===== config.mk =====
export PLATFORM = sky130hd
export DESIGN_NAME = alu_seq
export DESIGN_NICKNAME = d
export VERILOG_FILES = /design/src/rtl/alu_pkg.sv /design/src/rtl/muldiv_iter.sv /design/src/rtl/alu_seq.sv
export SDC_FILE = /design/constraint.sdc
export NUM_CORES = 1
export LEC_CHECK = 0
export BUFFER_PORTS_ARGS = -buffer_cell sky130_fd_sc_hd__buf_2
export CAP_MARGIN = 20
export CORE_MARGIN = 1
export CORE_UTILIZATION = 25
export DETAILED_ROUTE_END_ITERATION = 10
export GPL_TIMING_DRIVEN = 0
export PLACE_DENSITY_LB_ADDON = 0.2
export SLEW_MARGIN = 20
export SYNTH_ARGS = -nofsm -noshare
export SYNTH_HDL_FRONTEND = slang
export SYNTH_SLANG_ARGS = --single-unit

===== constraint.sdc =====
create_clock -name clk -period 6.2 [get_ports clk]
set_clock_uncertainty 0.15 [all_clocks]
set_input_delay 0.31 -clock clk [delete_from_list [all_inputs] [get_ports clk]]
set_output_delay 0.31 -clock clk [all_outputs]
set_load 0.005 [all_outputs]

===== src/rtl/alu_pkg.sv =====
// Shared opcode encodings, FSM state type and opcode classification for alu_seq.
package alu_pkg;

   localparam int unsigned OP_W = 4;

   localparam logic [OP_W-1:0] OP_AND   = 4'b0000;
   localparam logic [OP_W-1:0] OP_OR    = 4'b0001;
   localparam logic [OP_W-1:0] OP_ADD   = 4'b0010;
   localparam logic [OP_W-1:0] OP_XOR   = 4'b0011;
   localparam logic [OP_W-1:0] OP_MFHI  = 4'b0100;
   localparam logic [OP_W-1:0] OP_MFLO  = 4'b0101;
   localparam logic [OP_W-1:0] OP_SUB   = 4'b0110;
   localparam logic [OP_W-1:0] OP_SLT   = 4'b0111;
   localparam logic [OP_W-1:0] OP_SLTU  = 4'b1000;
   localparam logic [OP_W-1:0] OP_SLL   = 4'b1001;
   localparam logic [OP_W-1:0] OP_SRL   = 4'b1010;
   localparam logic [OP_W-1:0] OP_SRA   = 4'b1011;
   localparam logic [OP_W-1:0] OP_NOR   = 4'b1100;
   localparam logic [OP_W-1:0] OP_MULTU = 4'b1101;
   localparam logic [OP_W-1:0] OP_DIVU  = 4'b1110;

   typedef enum logic {
      S_IDLE = 1'b0,
      S_BUSY = 1'b1
   } state_e;

   function automatic logic is_multicycle(input logic [OP_W-1:0] op);
      return (op == OP_MULTU) || (op == OP_DIVU);
   endfunction

endpackage


===== src/rtl/muldiv_iter.sv =====
// Iterative unsigned multiply (shift-add) and divide (restoring), one step per cycle.
module muldiv_iter
   import alu_pkg::*;
#(
   parameter int unsigned WIDTH = 32
) (
   input  logic             clk,
   input  logic             rst,
   input  logic             start,
   input  logic [OP_W-1:0]  op,
   input  logic [WIDTH-1:0] a,
   input  logic [WIDTH-1:0] b,
   output logic             done,
   output logic [WIDTH-1:0] hi_out,
   output logic [WIDTH-1:0] lo_out
);

   localparam int unsigned CW = $clog2(WIDTH) + 1;

   logic [CW-1:0]        cnt;
   logic [2*WIDTH-1:0]   acc;
   logic [2*WIDTH-1:0]   acc_nxt;
   logic [WIDTH-1:0]     opnd;
   logic                 mode_div;
   logic                 run;
   logic [WIDTH:0]       mul_sum;
   logic [WIDTH:0]       div_rem;
   logic [WIDTH+1:0]     div_diff;

   // One iteration; acc upper half is product-high / partial remainder,
   // lower half is multiplier / dividend-then-quotient.
   always_comb begin
      acc_nxt  = acc;
      mul_sum  = {1'b0, acc[2*WIDTH-1:WIDTH]};
      div_rem  = {acc[2*WIDTH-1:WIDTH], acc[WIDTH-1]};
      div_diff = {1'b0, div_rem} - {2'b00, opnd};
      if (acc[0]) begin
         mul_sum = {1'b0, acc[2*WIDTH-1:WIDTH]} + {1'b0, opnd};
      end
      if (mode_div) begin
         if (!div_diff[WIDTH+1]) begin
            acc_nxt = {div_diff[WIDTH-1:0], acc[WIDTH-2:0], 1'b1};
         end else begin
            acc_nxt = {div_rem[WIDTH-1:0], acc[WIDTH-2:0], 1'b0};
         end
      end else begin
         acc_nxt = {mul_sum, acc[WIDTH-1:1]};
      end
   end

   assign done   = run && (cnt == CW'(WIDTH - 1));
   assign hi_out = acc_nxt[2*WIDTH-1:WIDTH];
   assign lo_out = acc_nxt[WIDTH-1:0];

   always_ff @(posedge clk or posedge rst) begin
      if (rst) begin
         cnt      <= '0;
         acc      <= '0;
         opnd     <= '0;
         mode_div <= 1'b0;
         run      <= 1'b0;
      end else if (start) begin
         cnt      <= '0;
         acc      <= {{WIDTH{1'b0}}, a};
         opnd     <= b;
         mode_div <= (op == OP_DIVU);
         run      <= 1'b1;
      end else if (run) begin
         acc <= acc_nxt;
         cnt <= cnt + CW'(1);
         if (done) begin
            run <= 1'b0;
         end
      end
   end

endmodule


===== src/rtl/alu_seq.sv =====
// Handshaked ALU: single-cycle ops complete next cycle, MULTU/DIVU run iteratively into HI/LO.
module alu_seq
   import alu_pkg::*;
#(
   parameter int unsigned WIDTH = 32
) (
   input  logic             clk,
   input  logic             rst,
   input  logic             in_valid,
   output logic             in_ready,
   input  logic [WIDTH-1:0] a,
   input  logic [WIDTH-1:0] b,
   input  logic [OP_W-1:0]  alu_ctrl,
   output logic             out_valid,
   output logic [WIDTH-1:0] result,
   output logic             zero,
   output logic             overflow,
   output logic [WIDTH-1:0] hi,
   output logic [WIDTH-1:0] lo
);

   localparam int unsigned SHW = $clog2(WIDTH);

   state_e           state, state_d;
   logic             accept;
   logic             start;
   logic [SHW-1:0]   shamt;
   logic [WIDTH-1:0] sum, diff;
   logic [WIDTH-1:0] alu_res;
   logic             alu_ovf;
   logic             md_done;
   logic [WIDTH-1:0] md_hi, md_lo;
   logic             valid_d, zero_d, ovf_d;
   logic [WIDTH-1:0] result_d, hi_d, lo_d;

   assign in_ready = (state == S_IDLE);
   assign accept   = in_valid && in_ready;
   assign start    = accept && is_multicycle(alu_ctrl);
   assign shamt    = b[SHW-1:0];
   assign sum      = a + b;
   assign diff     = a - b;

   // Single-cycle operation set
   always_comb begin
      alu_res = '0;
      alu_ovf = 1'b0;
      case (alu_ctrl)
         OP_AND:  alu_res = a & b;
         OP_OR:   alu_res = a | b;
         OP_XOR:  alu_res = a ^ b;
         OP_NOR:  alu_res = ~(a | b);
         OP_ADD: begin
            alu_res = sum;
            alu_ovf = (a[WIDTH-1] == b[WIDTH-1]) && (sum[WIDTH-1] != a[WIDTH-1]);
         end
         OP_SUB: begin
            alu_res = diff;
            alu_ovf = (a[WIDTH-1] != b[WIDTH-1]) && (diff[WIDTH-1] != a[WIDTH-1]);
         end
         OP_SLT:  alu_res = {{(WIDTH-1){1'b0}}, ($signed(a) < $signed(b))};
         OP_SLTU: alu_res = {{(WIDTH-1){1'b0}}, (a < b)};
         OP_SLL:  alu_res = a << shamt;
         OP_SRL:  alu_res = a >> shamt;
         OP_SRA:  alu_res = WIDTH'($signed(a) >>> shamt);
         OP_MFHI: alu_res = hi;
         OP_MFLO: alu_res = lo;
         default: alu_res = '0;
      endcase
   end

   muldiv_iter #(.WIDTH(WIDTH)) u_muldiv (
      .clk    (clk),
      .rst    (rst),
      .start  (start),
      .op     (alu_ctrl),
      .a      (a),
      .b      (b),
      .done   (md_done),
      .hi_out (md_hi),
      .lo_out (md_lo)
   );

   // Next state and next registered outputs
   always_comb begin
      state_d  = state;
      valid_d  = 1'b0;
      result_d = result;
      zero_d   = zero;
      ovf_d    = overflow;
      hi_d     = hi;
      lo_d     = lo;
      case (state)
         S_IDLE: begin
            if (accept) begin
               if (is_multicycle(alu_ctrl)) begin
                  state_d = S_BUSY;
               end else begin
                  valid_d  = 1'b1;
                  result_d = alu_res;
                  zero_d   = (alu_res == '0);
                  ovf_d    = alu_ovf;
               end
            end
         end
         S_BUSY: begin
            if (md_done) begin
               state_d  = S_IDLE;
               valid_d  = 1'b1;
               hi_d     = md_hi;
               lo_d     = md_lo;
               result_d = md_lo;
               zero_d   = (md_lo == '0);
               ovf_d    = 1'b0;
            end
         end
         default: state_d = S_IDLE;
      endcase
   end

   always_ff @(posedge clk or posedge rst) begin
      if (rst) begin
         state     <= S_IDLE;
         out_valid <= 1'b0;
         result    <= '0;
         zero      <= 1'b1;
         overflow  <= 1'b0;
         hi        <= '0;
         lo        <= '0;
      end else begin
         state     <= state_d;
         out_valid <= valid_d;
         result    <= result_d;
         zero      <= zero_d;
         overflow  <= ovf_d;
         hi        <= hi_d;
         lo        <= lo_d;
      end
   end

endmodule


# Yosys cells after proc, flatten, opt, wreduce, memory -nomap -nowiden
# Index checks and enable logic that the tools add are counted.
# classes
multipliers,0
bitwise_logic,5
shift,3
n_eq_ne,22
add_sub_neg,5
reduce_logical,12
n_div,0
n_mux,31
n_lt_le_gt_ge,2
# ops
cell,n
32-bit one-hot mux with 13 select lines,1
64-bit two-way mux,4
32-bit two-way mux,3
32-bit zero test,2
32-bit < comparator,2
32-bit one-hot mux with 2 select lines,1
33-bit by 32-bit subtractor with 34-bit output,1
32-bit by 32-bit adder with 33-bit output,1
33-bit two-way mux,1
32-bit adder,1
32-bit AND,1
32-bit NOT,1
32-bit OR,1
32-bit by 5-bit left shift with 32-bit output,1
32-bit by 5-bit >> shifter with 32-bit output,1
32-bit by 5-bit >>> shifter with 32-bit output,1
32-bit subtractor,1
32-bit XOR,1
4-bit == test (second input constant),7
4-bit by 3-bit == test with 1-bit output (second input constant),4
1-bit two-way mux,14
6-bit two-way mux,2
1-bit one-hot mux with 2 select lines,5
4-bit by 2-bit == test with 1-bit output (second input constant),2
other kinds (14),21
# totals
in_bits,71
latch_bits,0
mem_bits_ro,0
out_inout_bits,100
ramBits,0
memories,0
ff_bits,204
elab_cells,92

# Logic depth before layout (Yosys ltp)
# Gate-level depths: netlist of run 1.
# depth
ltp_word,7
ltp_mapped,18
mapped_depth_nobuf,15

# By module
# Synthesis of run 1 repeated with hierarchy kept, for this count alone.
# unflattened
cells_unflattened,3054
area_unflattened_um2,24374.6
# by_module_without_submodules
mod,cells_per_inst,area_each_um2,seq_area_each_um2,n_inst
alu_seq,1902,15102.0,2503.7,1
muldiv_iter,1152,9272.6,2602.5,1

# Least setup slack after synthesis of run 1
# Ideal clock, no wire load.
# synth_path
path_type,input-to-reg
from,in b[1]
to,reg zero
setup_ns,0.091
path_buffers,3
required_time_ns,5.959
path_stages,16
t_arrival_ns,4.725
slack_ns,1.234
cell_sequence,inv_2 -> buf_1 -> clkbuf_1 -> clkbuf_1 -> ha_1 -> or2_2 -> a2111oi_0 -> nor2_1 -> a21oi_1 -> xnor2_1 -> a2111o_1 -> nor4_1 -> or4b_1 -> and4b_1 -> nand4_1 -> o31ai_1
# synth_via
elab_chain_cells,7
elab_cells_between_ends,16
classes_between,add/sub: 2; order compare: 2; shift: 3; mux: 4; bitwise: 4; reduce/logical: 1
# synth_lines
item,line,source
from (decl),alu_seq.sv:12,"input logic [WIDTH-1:0] b,"
"parallel branches: the longest is 2 deep, another holds 32-bit subtractor",n/a,
32-bit one-hot mux with 13 select lines *,alu_seq.sv:47,case (alu_ctrl)
32-bit zero test *,alu_seq.sv:100,zero_d = (alu_res == '0);
1-bit two-way mux *,alu_seq.sv:95,if (is_multicycle(alu_ctrl)) begin
1-bit two-way mux *,alu_seq.sv:94,if (accept) begin
1-bit one-hot mux with 2 select lines *,alu_seq.sv:92,case (state)
to (signal assigned),alu_seq.sv:133,zero <= zero_d;
to (decl),alu_seq.sv:16,"output logic zero,"
# Mark *: on every way between the ends. The select of a mux whose other input is x is not followed.
# A chain may end at the register's enable or synchronous reset.

# Worst setup path after layout of run 1
# layout_path
from,in b[3]
to,reg zero
# Same word-level chain as after synthesis.

==> results of run 1 <==
==> metal layers <==
layer  vias up  GRT usage, %  routed length [um]  share of wire, %
li1      11800             -                   -                 -
met4         6          14.5                8450               5.6
met2      1451          50.5               68900                46
met3       369          4.59               11800               7.8
met1     13700          39.6               62000                41
met5         -             0                  42             0.028
==> cells in the mapped netlist (all sizes together), types with 42 or more instances <==
cell type and n:
nand2 383, nor2 269, o21ai 269, a21oi 249, dfrtp 203, clkbuf 165, ha 165, inv 159
mux2i 130, a211oi 71, buf 55, nor3 55, xnor2 48, nor2b 47, nand3 45, mux4 44
mux2 43, a21o 42, a22oi 42
==> state kept, by name (all words and copies together) (netlist names), 6 cells and up <==
| name | cells |
|---|---|
| result | 32 |
| lo | 32 |
| u_muldiv.acc | 64 |
| u_muldiv.cnt | 6 |
| hi | 32 |
| u_muldiv.opnd | 32 |
==> tightest hold or removal path: stages <==
cell and delay [ns]:
buf_2 0.15, nand2_1 0.10, o21ai_0 0.08
==> where the power goes <==
part,switching (mW),leakage (nW),internal (mW)
clock,0.623,0.393,0.877
sequential,0.830,2.53,1.93
combinational,4.80,8.90,2.90
total,6.25,11.8,5.71
==> cell families after synthesis <==
family | count (synthesis) | synth area share (%)
xor gates and xnor gates | 71 | 2.64
buffers and inverters | 383 | 6.45
and+or+nand+nor | 987 | 19.3
DFF | 204 | 21.7
AOI/OAI and AO/OA | 1044 | 28.9
muxes | 217 | 11.9
adders and majority gates | 169 | 9.12
==> how the worst max path moves through the flow <==
stage	cells after the start	slack (ns)	end
after floorplan	1	0.17	hi[0]
after global placement	2	-3.01	result[13]
final	15	-0.04	zero
after CTS	16	0.06	zero
after detailed placement	18	-1.32	zero
after global routing	18	0.0009	zero
==> area by class of cell <==
cell class / instances / area [um2]
tap: 1254 / 1570
clock buffer: 28 / 614
fill: 10300 / 66100
timing repair buffer: 198 / 1150
clock inverter: 12 / 178
sequential: 204 / 5110
inverter: 163 / 621
antenna: 4 / 10.0
multi-input combinational: 2488 / 16900
buffer: 219 / 913
==> timing repair <==
item,in CTS,in global routing
hold buffers,21,0
setup buffers,0,0
gates cloned,0,0
endpoints found under the setup margin,11,4
endpoints found under the hold margin,68,0
resized for setup,6,6
==> reports/metrics.yaml, run 1 <==
run_status: "finished, violations left"
violations: "hold timing, setup timing"
dp_cells: 4506
antenna_found_initial: 16
slew_viol_final: 0
async_flop_share_pct: 100
synth_area_um2: 23500
final_core_util_pct: 29.1
rows: 112
yosysSeqAreaShare_pct: 21.7
final_cell_mix: "nand2_1, nor2_1, o21ai_0"
dieArea_um2: 95300
cts_sinks: 204
tightest_slew_ns: 1.29
synth_area_leader_cell: "dfrtp_1"
area_growth_pct: 15.3
setup_ws_ns: -0.0428
critPathLaunchType: "primary input"
grt_overflow: 0
crit_arrival_ns: 6.55
grt_start_max_net_pins: 98
powerDensity_nw_per_um2: 441
io_buffers: 170
antenna_left: 0
drt_iter0_drc: 3426
drive_above_1_share_pct: 11.4
period_share_pct: 101
yosysUniqueCellTypes: 89
route.detailed.drc: 0
critPathBufInv: 8
cp_slowest_cell: "clkdlybuf4s15_1"
timing.hold.ws_ns: -0.00966
wirelength_mm: 151
wl_per_cell_um: 33.1
instances_no_fill: 4570
cts-root-buf: "clkbuf_16"
slew_headroom_pct: 11.9
final_common_cell: "nand2_1"
fin_tns_setup_ns: -0.0533
p_leak_nw: 11.8
maxCapViolations: 0
reg2reg_depth: 15
synth_top_area_share_pct: 21.6
core_um2: 93200
synthCells: 3075
end_kind: "register"
crit_family: "buffers and inverters"
finalHoldViolations: 1
grt_pass1_vias: 26100
first_pass_iters: 7
cpMostUsedCell: "clkbuf_1"
place_congestion: 1.05
r2r-start: "u_muldiv.opnd[1]"
initial_core_util_pct: 25.2
die_w_um: 309
num_vias: 27300
rr_endpoint: "hi[29]"
clk_latency_ns: 0.55
finalSetupViolCount: 2
power_mw: 12.0
synth-edff-count: 0
cts_tree: "done"
clkTransAtPathRegs_ns: 0.06
synth_area_per_cell_um2: 7.65
critical_path_required_ns: 6.50
criticalPathCategory: "in -> reg"
cts_buffers: 23
nNetsFinal: 3537
post-place-ws_ns: -1.32
worstHoldStart: "b[6]"
holdPathEnd: "u_muldiv.opnd[6]"
synthFlopType: "dfrtp_1"
grtUsageTotal_pct: 30.8
critPathLaunch: "b[3]"
synth_warnings: 0
die-height_um: 309
dpl_cell_area_um2: 26100
ys_ff_latch: 204
synth_area_leaders: "dfrtp_1, ha_1, nand2_1"
r2r_slack_ns: 0.69
hpwl_mm: 124
synth_fp_nets: 3315
grt_first_pass_wirelength_mm: 208
io_pins: 171
crit_fanout: 10
fmax_ghz: 0.160
final_area_um2: 27100
hold_depth: 3
ctsLongestPathBuffers: 3
cts-htree-levels: 1
rsz0062_at_grt: "no"
vias_per_cell: 5.97
ir_drop_mv: 0.323
crit_chain: "buf_2 -> buf_2 -> clkbuf_1 -> buf_1 -> clkbuf_1 -> clkbuf_1 -> buf_1 -> clkdlybuf4s15_1 -> nand2_1 -> o211ai_1 -> o2111ai_1 -> nor4_1 -> and4b_1 -> nand4_1 -> o31ai_1"
critPathMaxStageDelay_ns: 0.94
hold_class: "in -> reg"
finalCriticalPeriod_ns: 6.24
(Power assumes the default switching activity.)
==> run 2: changes to the inputs <==
--- a/config.mk
+++ b/config.mk
@@ -5,14 +5,15 @@
 export SDC_FILE = /design/constraint.sdc
 export NUM_CORES = 1
 export LEC_CHECK = 0
-export BUFFER_PORTS_ARGS = -buffer_cell sky130_fd_sc_hd__buf_2
 export CAP_MARGIN = 20
 export CORE_MARGIN = 1
 export CORE_UTILIZATION = 25
 export DETAILED_ROUTE_END_ITERATION = 10
+export DONT_BUFFER_PORTS = 1
 export GPL_TIMING_DRIVEN = 0
 export PLACE_DENSITY_LB_ADDON = 0.2
 export SLEW_MARGIN = 20
 export SYNTH_ARGS = -nofsm -noshare
 export SYNTH_HDL_FRONTEND = slang
 export SYNTH_SLANG_ARGS = --single-unit
+export TNS_END_PERCENT = 5
==> run 2 against run 1 <==
  * Highest routed layer unchanged
  * Register-to-register slack gained 0.09 ns
  * Combinational power shrank 4.5%
  * Largest cell class unchanged
  * First-iteration DRC count grew 2.7%
  * Total power shrank 1.7%
  * Sequential share of layout area grew 0.46 points
  * Sequential power grew 4%
  * The flow now finishes without violations
  * Clock power grew 3%
  * Count of clock-buffer cells in the layout grew 1
  * Via count shrank 2.5%
==> reports/metrics.yaml, run 2 (same netlist as run 1, synthesis figures left out) <==
wl_met2_mm: 67.8
critPathMaxStageDelay_ns: 0.84
cts_buffers: 22
swShare_pct: 52.4
tightest_slew_ns: 1.33
post-place-ws_ns: -0.912
finalSetupViolCount: 0
p_comb_share_pct: 62.5
critical_path_required_ns: 6.49
cpMostUsedCell: "clkbuf_2"
dpl_cell_area_um2: 25200
internal_power_mw: 5.60
slew_headroom_pct: 10.6
routed.top_layer: "met5"
io_pins: 171
met1Wirelength_mm: 58.3
wl_per_cell_um: 33.7
io_buffers: 0
crit_arrival_ns: 6.46
rsz0062_at_grt: "no"
clk_latency_ns: 0.53
crit_fanout: 13
grt_first_pass_wirelength_mm: 205
period_share_pct: 99.5
regMostFlops: "u_muldiv.acc"
num_vias: 26600
grt_start_max_net_pins: 90
pwr-share-seq_pct: 24.3
grt_pass1_vias: 25500
final_common_cell: "nand2_1"
crit_chain: "inv_2 -> buf_1 -> clkbuf_2 -> clkbuf_2 -> ha_1 -> or2_2 -> a211o_1 -> a22oi_1 -> o2111ai_1 -> or3_1 -> a2111oi_0 -> nor4_1 -> o211ai_1 -> o21ai_0 -> a21oi_1"
die-height_um: 309
pwr-share-clk_pct: 13.2
area_growth_pct: 12.6
cts_tree: "done"
run_status: "complete, no violations"
final_area_um2: 26500
cts-root-buf: "clkbuf_16"
finalCriticalPeriod_ns: 6.17
core_um2: 93200
rows: 112
fin_tns_setup_ns: 0
place_congestion: 1.07
clkTransAtPathRegs_ns: 0.07
hpwl_mm: 120
slew_viol_final: 0
drt_iter0_drc: 3520
die_w_um: 309
finalHoldViolations: 0
ctsLongestPathBuffers: 3
grtUsageTotal_pct: 30.4
critPathLaunchType: "primary input"
wl_met3_mm: 15.1
p_sw_mw: 6.15
powerDensity_nw_per_um2: 444
hold_class: "in -> async"
initial_core_util_pct: 25.2
first_pass_iters: 6
drive_above_1_share_pct: 6.49
p_leak_nw: 11.1
criticalPathCategory: "in -> reg"
post-cts-setup-buffers: 0
maxCapViolations: 0
end_kind: "register"
cp_slowest_cell: "a2111oi_0"
dieArea_um2: 95300
ir_drop_mv: 0.261
final_core_util_pct: 28.4
nNetsFinal: 3383
fmax_ghz: 0.162
antenna_found_initial: 13
grt_overflow: 0
cts_sinks: 204
final_cell_mix: "nand2_1, nor2_1, o21ai_0"
wirelength_mm: 149
cts-htree-levels: 1
setup_ws_ns: 0.0339
vias_per_cell: 6.02
largest_register_ffs: 64
antenna_left: 0
route.detailed.drc: 0
## run 2: cell count changes in the layout (fill, tap and decap cells not counted), moves of 2 or more
| cell | previous run | this run |
|---|---|---|
| buf_2 | 196 | 28 |
| clkinvlp_4 | 0 | 3 |
| inv_6 | 2 | 0 |
| diode_2 | 4 | 11 |
| buf_4 | 7 | 5 |
| clkbuf_8 | 2 | 5 |
| dlygate4sd3_1 | 21 | 39 |
## run 2: cell type report
| cell class | instances | area (um2) |
|---|---|---|
| well taps | 1254 | 1570 |
| plain buffers | 218 | 902 |
| clock buffers | 29 | 648 |
| multi-input cells | 2488 | 16900 |
| inverters | 163 | 623 |
| fillers | 10300 | 66700 |
| clock inverters | 11 | 185 |
| diodes | 11 | 27.5 |
| repair buffers | 46 | 478 |
| flip-flops and latches | 204 | 5110 |
## run 2: timing repair
action / in CTS / in global routing
gates resized for setup: 3 / 4
hold endpoints to repair: 152 / 0
hold buffers: 39 / 0
setup endpoints to repair: 4 / 3
## run 2: worst max-delay path: cells and delay by family
family,cells,cell delay (ns)
buffers and inverters,4,1.78
AOI/OAI and AO/OA,7,2.99
and+or+nand+nor,3,0.98
adders and majority gates,1,0.38
## run 2: power groups by stage
| stage | Combinational (mW) | Sequential (mW) | Clock, mW |
|---|---|---|---|
| final | 7.35 | 2.86 | 1.55 |
| after detailed placement | 7.17 | 2.86 | 0 |
| after global routing | 7.97 | 2.92 | 1.62 |
| after CTS | 7.24 | 2.84 | 1.59 |
| after floorplan | 5.07 | 2.36 | 0 |
| after global placement | 7.19 | 2.85 | 0 |
## run 2: through the flow
step	hold WS [ns]	instances	total power, mW
final	0.109	4424	11.8
after global routing	0.130	4414	12.5
after CTS	0.101	4414	11.7
after detailed placement	0.00000666	4336	10.0
after global placement	0.281	4329	10.0
after floorplan	0.277	3075	7.43
## run 2: worst paths after layout
path	start	to	slack, ns	depth (start not counted)
hold / removal	rst	u_muldiv.opnd[7]	0.11	2
setup reg to reg	u_muldiv.opnd[1]	u_muldiv.acc[61]	0.78	15
setup / recovery	b[1]	result[23]	0.03	15
hold reg to reg	u_muldiv.opnd[0]	u_muldiv.opnd[0]	0.38	2
min in group clk	in_valid	u_muldiv.mode_div	0.21	4
max in group asynchronous	rst	result[15]	4.54	4
## run 2: per-layer routing
layer	up-vias	GRT usage, %
li1	11500	-
met1	13300	37.5
met2	1516	49.3
met3	354	8.13
met4	16	13.8
met5	-	0
